===== src/rtl/ysyx_23060203_rd_sched.sv =====
// Two-master AXI4 read scheduler: m1 (LSU) has priority, m0 (IFU) is forced in after STARVE_MAX lost rounds.
// One transaction outstanding at a time; the grant is held from the AR handshake until the RLAST beat.
module ysyx_23060203_rd_sched #(
  parameter int STARVE_MAX = 4,
  parameter int AW         = 32,
  parameter int DW         = 32
) (
  input  logic          clock,
  input  logic          reset,
  // master 0 (instruction fetch)
  input  logic          m0_arvalid,
  output logic          m0_arready,
  input  logic [AW-1:0] m0_araddr,
  input  logic [7:0]    m0_arlen,
  input  logic [2:0]    m0_arsize,
  output logic          m0_rvalid,
  input  logic          m0_rready,
  output logic [DW-1:0] m0_rdata,
  output logic [1:0]    m0_rresp,
  output logic          m0_rlast,
  // master 1 (load)
  input  logic          m1_arvalid,
  output logic          m1_arready,
  input  logic [AW-1:0] m1_araddr,
  input  logic [7:0]    m1_arlen,
  input  logic [2:0]    m1_arsize,
  output logic          m1_rvalid,
  input  logic          m1_rready,
  output logic [DW-1:0] m1_rdata,
  output logic [1:0]    m1_rresp,
  output logic          m1_rlast,
  // shared slave port
  output logic          s_arvalid,
  input  logic          s_arready,
  output logic [AW-1:0] s_araddr,
  output logic [7:0]    s_arlen,
  output logic [2:0]    s_arsize,
  input  logic          s_rvalid,
  output logic          s_rready,
  input  logic [DW-1:0] s_rdata,
  input  logic [1:0]    s_rresp,
  input  logic          s_rlast
);

  typedef enum logic [1:0] {IDLE, ADDR, DATA} state_t;

  localparam logic [3:0] STARVE_LIM = 4'(STARVE_MAX);

  state_t     state, state_nxt;
  logic       gnt, gnt_nxt;
  logic [3:0] starve, starve_nxt;
  logic       win;

  always_ff @(posedge clock or negedge reset) begin
    if (!reset) begin
      state  <= IDLE;
      gnt    <= 1'b0;
      starve <= 4'd0;
    end else begin
      state  <= state_nxt;
      gnt    <= gnt_nxt;
      starve <= starve_nxt;
    end
  end

  always_comb begin
    state_nxt  = state;
    gnt_nxt    = gnt;
    starve_nxt = starve;
    win        = 1'b0;
    s_arvalid  = 1'b0;
    s_araddr   = '0;
    s_arlen    = '0;
    s_arsize   = '0;
    s_rready   = 1'b0;
    m0_arready = 1'b0;
    m1_arready = 1'b0;
    m0_rvalid  = 1'b0;
    m0_rdata   = '0;
    m0_rresp   = '0;
    m0_rlast   = 1'b0;
    m1_rvalid  = 1'b0;
    m1_rdata   = '0;
    m1_rresp   = '0;
    m1_rlast   = 1'b0;

    unique case (state)
      IDLE: begin
        if (m0_arvalid || m1_arvalid) begin
          // m1 wins unless m0 has already lost STARVE_MAX rounds in a row
          win       = m1_arvalid && !(m0_arvalid && (starve == STARVE_LIM));
          gnt_nxt   = win;
          state_nxt = ADDR;
          if (!win) begin
            starve_nxt = 4'd0;
          end else if (m0_arvalid && (starve < STARVE_LIM)) begin
            starve_nxt = starve + 4'd1;
          end
        end
      end

      ADDR: begin
        // valid comes from the state register so no m*_arvalid -> s_arvalid path exists
        s_arvalid = 1'b1;
        if (gnt) begin
          s_araddr   = m1_araddr;
          s_arlen    = m1_arlen;
          s_arsize   = m1_arsize;
          m1_arready = s_arready;
        end else begin
          s_araddr   = m0_araddr;
          s_arlen    = m0_arlen;
          s_arsize   = m0_arsize;
          m0_arready = s_arready;
        end
        if (s_arready) state_nxt = DATA;
      end

      DATA: begin
        if (gnt) begin
          m1_rvalid = s_rvalid;
          m1_rdata  = s_rdata;
          m1_rresp  = s_rresp;
          m1_rlast  = s_rlast;
          s_rready  = m1_rready;
        end else begin
          m0_rvalid = s_rvalid;
          m0_rdata  = s_rdata;
          m0_rresp  = s_rresp;
          m0_rlast  = s_rlast;
          s_rready  = m0_rready;
        end
        if (s_rvalid && s_rready && s_rlast) state_nxt = IDLE;
      end

      default: state_nxt = IDLE;
    endcase
  end

endmodule


===== config.mk =====
export PLATFORM = sky130hd
export DESIGN_NAME = ysyx_23060203_rd_sched
export DESIGN_NICKNAME = d
export VERILOG_FILES = /design/src/rtl/ysyx_23060203_rd_sched.sv
export SDC_FILE = /design/constraint.sdc
export NUM_CORES = 1
export LEC_CHECK = 0
export BUFFER_PORTS_ARGS = -buffer_cell sky130_fd_sc_hd__buf_2
export CORE_AREA = 3 3 95 97
export CTS_CLUSTER_SIZE = 30
export DETAILED_ROUTE_END_ITERATION = 10
export DIE_AREA = 0 0 98 100
export GPL_ROUTABILITY_DRIVEN = 0
export GPL_TIMING_DRIVEN = 0
export SLEW_MARGIN = 40
export SYNTH_ARGS = -nofsm -noshare
export SYNTH_HDL_FRONTEND = slang
export SYNTH_SLANG_ARGS = --single-unit

===== constraint.sdc =====
create_clock -name clock -period 1.6 [get_ports clock]
set_clock_uncertainty 0.05 [all_clocks]
set_input_delay 0.08 -clock clock [delete_from_list [all_inputs] [get_ports clock]]
set_output_delay 0.08 -clock clock [all_outputs]
set_load 0.01 [all_outputs]

==> results.py <==
metrics = {
    "power_and_ir_drop": {
        "p_per_area_nw_per_um2": 1240,
        "irDropWorstVdd_v": 0.000519,
        "p_leak_nw": 2.03,
    },
    "setup_path": {
        "critical_path.top_delay_family": "simple AND/OR/NAND/NOR gates",
        "cpPeakStageDelay_ns": 0.38,
        "r2r_setup_slack_ns": 0.12,
        "r2r-start": "starve[0]",
        "crit_required_ns": 1.47,
        "arrival_ns": 1.43,
        "cp-start-kind": "flip-flop",
        "worst-path-buf-inv": 2,
        "slowest_stage": "dfrtp_1",
        "r2r_end": "gnt",
        "critPathKind": "flip-flop to primary output",
        "crit_path_cell_trace": "nand2b_4 -> nor2_4 -> clkbuf_8 -> and2_4 -> buf_2",
        "reg2regPathDepth": 5,
        "cp_max_fo": 5,
        "end_kind": "primary output",
    },
    "timing": {
        "max_slew_margin": 0.766,
        "slew_viol_final": 0,
        "setup_viol": 0,
        "worstMarginPinSlew_ns": 0.349,
        "period_share": 0.977,
        "hold_violations": 0,
        "max_freq_mhz": 640,
        "post-route-min-period_ns": 1.56,
        "rsz0062_at_grt": "true",
        "tns_ns": 0,
    },
    "grt": {
        "grt_pass1_wl_mm": 11.7,
        "overflow": 0,
        "antenna_found_initial": 0,
        "gr-usage-all-layers": 0.145,
        "grt_max_degree": 11,
        "grt_pass1_vias": 2391,
    },
    "synth": {
        "synth.top_cell.area_share": 0.285,
        "yosysTopAreaCell": "and2_1",
        "synth_fp_nets": 354,
        "synth-edff-count": 0,
        "ys_ff_latch": 7,
        "synth.most_common_cell": "and2_1",
        "synthCells": 223,
        "synth-seq-area-share": 0.111,
        "synth-main-ff-cell": "dfrtp_1",
        "synth_commonest_cells": "72 x and2_1, 49 x nor2_1, 44 x mux2i_1, 7 x dfrtp_1, 6 x o21ai_0",
        "mappedNetlistArea_um2": 1580,
        "synthDistinctLibCells": 27,
        "async_flop_share": 1.00,
        "yosys_warnings": 0,
        "synthTopCellsByArea": "and2_1 29%, mux2i_1 28%, nor2_1 12%",
        "syn_avg_cell_area_um2": 7.08,
    },
    "worst_hold_path": {
        "hp-class": "input pin to flip-flop",
        "worstHoldStart": "s_arready",
        "hold_end": "state[0]",
        "hold_depth": 2,
    },
    "layout": {
        "num_antenna_cells": 0,
        "nFillCells": 836,
        "final_area_um2": 3180,
        "final_nets": 616,
        "area_delta_synth_final_pct": 102,
        "drive_gt1_frac": 0.603,
    },
    "routing": {
        "detail_route.drc_violations": 0,
        "drtPass1Iterations": 4,
        "wirelength_mm": 8.05,
        "first_iter_violations": 20,
        "ant_nets": 0,
        "viasPerCell": 4.19,
        "wire_per_inst_um": 13.7,
        "vias": 2470,
    },
    "placement": {
        "dp_hpwl_mm": 7.01,
        "portBuffers": 247,
        "placed_cell_area_um2": 2950,
    },
    "flow_run": {
        "maxCapViolations": 0,
    },
    "die": {
        "die_h_um": 100,
        "die_width_um": 98,
        "initial_core_util": 0.192,
        "rows": 33,
        "dieArea_um2": 9800,
        "ios": 248,
        "coreArea_um2": 8220,
    },
    "cts": {
        "htree_levels": 1,
        "cts_tree": "yes",
        "clkTransAtPathRegs_ns": 0.04,
        "clockBufferDepth": 2,
        "numCtsBuffers": 3,
        "clk_latency_ns": 0.22,
        "cts_root_buf": "clkbuf_8",
        "clock_sinks": 7,
    },
    "run_status": {
        "status": "finished clean",
    },
}
[through the flow]
step | hold slack (ns) | utilization | power, W | worst slack, ns | std cells
floorplan | -0.266 | - | 0.00227 | 0.243 | 223
global route | 0.0482 | 0.388 | 0.00430 | -0.0250 | 589
finish | 0.0485 | 0.388 | 0.00396 | 0.0368 | 589
detailed placement | -0.122 | 0.358 | 0.00339 | 0.0879 | 575
global placement | -0.125 | 0.358 | 0.00336 | 0.110 | 575
CTS | 0.0349 | 0.383 | 0.00392 | 0.000689 | 589
[cell type report]
cell class              instances  area, µm²  share of cell area
clock buffers                   4       45.0              0.0141
plain buffers                  16        161              0.0507
inverters                       5       18.8             0.00589
repair buffers                256       1330               0.418
well taps                     105        131              0.0413
multi-input cells             196       1320               0.415
flip-flops and latches          7        175              0.0550
[kinds of logic (layout without fill, tap and decap cells)]
| family | count (synthesis) | count (layout) | share of synthesized area |
|---|---|---|---|
| AO/OA/AOI/OAI | 12 | 12 | 0.0460 |
| AND/OR/NAND/NOR | 137 | 138 | 0.470 |
| multiplexers | 44 | 44 | 0.279 |
| flip-flops | 7 | 7 | 0.111 |
| buffers and inverters | 21 | 281 | 0.0777 |
| adder cells (fa/ha/maj) | 2 | 2 | 0.0159 |
[repair_timing]
action / CTS / global route
gates resized for setup: 23 / 23
hold buffers: 1 / 0
gates cloned: 4 / 0
pin swaps: 4 / 2
setup buffers: 5 / 0
setup endpoints to repair: 99 / 98
endpoints found under the hold margin: 7 / 0
[state kept, by name, summed over array words and instances, names as in the netlist]
signal,flops
gnt,1
state,2
starve,4
[worst max path at each step]
stage                          from           end  slack [ns]  depth (start not counted)
after global placement     state[0]   m1_rdata[3]        0.11                          5
after global routing            gnt  m1_rdata[26]       -0.02                          6
after CTS                  state[0]  m0_rdata[19]      0.0007                          5
after detailed placement   state[0]  m0_rdata[19]        0.09                          5
after floorplan           starve[0]           gnt        0.24                          5
final                      state[0]  m0_rdata[19]        0.04                          5
[metal layers]
metal | vias up | GRT usage | wire length [µm]
met1 | 1059 | 0.166 | 2990
met5 | - | 0 | 0
met3 | 8 | 0.0195 | 708
met4 | 0 | 0.0234 | 78
li1 | 1245 | - | -
met2 | 158 | 0.290 | 4270
[report_power, final]
part | switching, W | internal, W
logic | 0.00176 | 0.00164
clock network | 0.0000738 | 0.000172
registers | 0.0000581 | 0.000249
[placed cells by master, fill, tap and decap left out]
cell type	instances
a211oi_1	1
a21oi_1	2
a32o_1	1
and2_1	67
and2_4	5
and4bb_2	1
buf_2	244
buf_4	15
buf_6	7
buf_8	1
clkbuf_1	1
clkbuf_8	7
dfrtp_1	7
dlygate4sd3_1	1
ha_1	2
inv_1	4
inv_2	1
mux2i_1	42
mux2i_2	2
nand2_1	1
nand2_2	1
nand2b_1	2
nand2b_4	1
nand3_1	3
nand3b_1	1
nor2_1	47
nor2_2	3
nor2_4	2
nor2b_1	1
nor3_1	1
o211ai_1	1
o21a_1	1
o21ai_0	6
or2_2	2
Note: power is estimated with default switching activity, not from simulation.
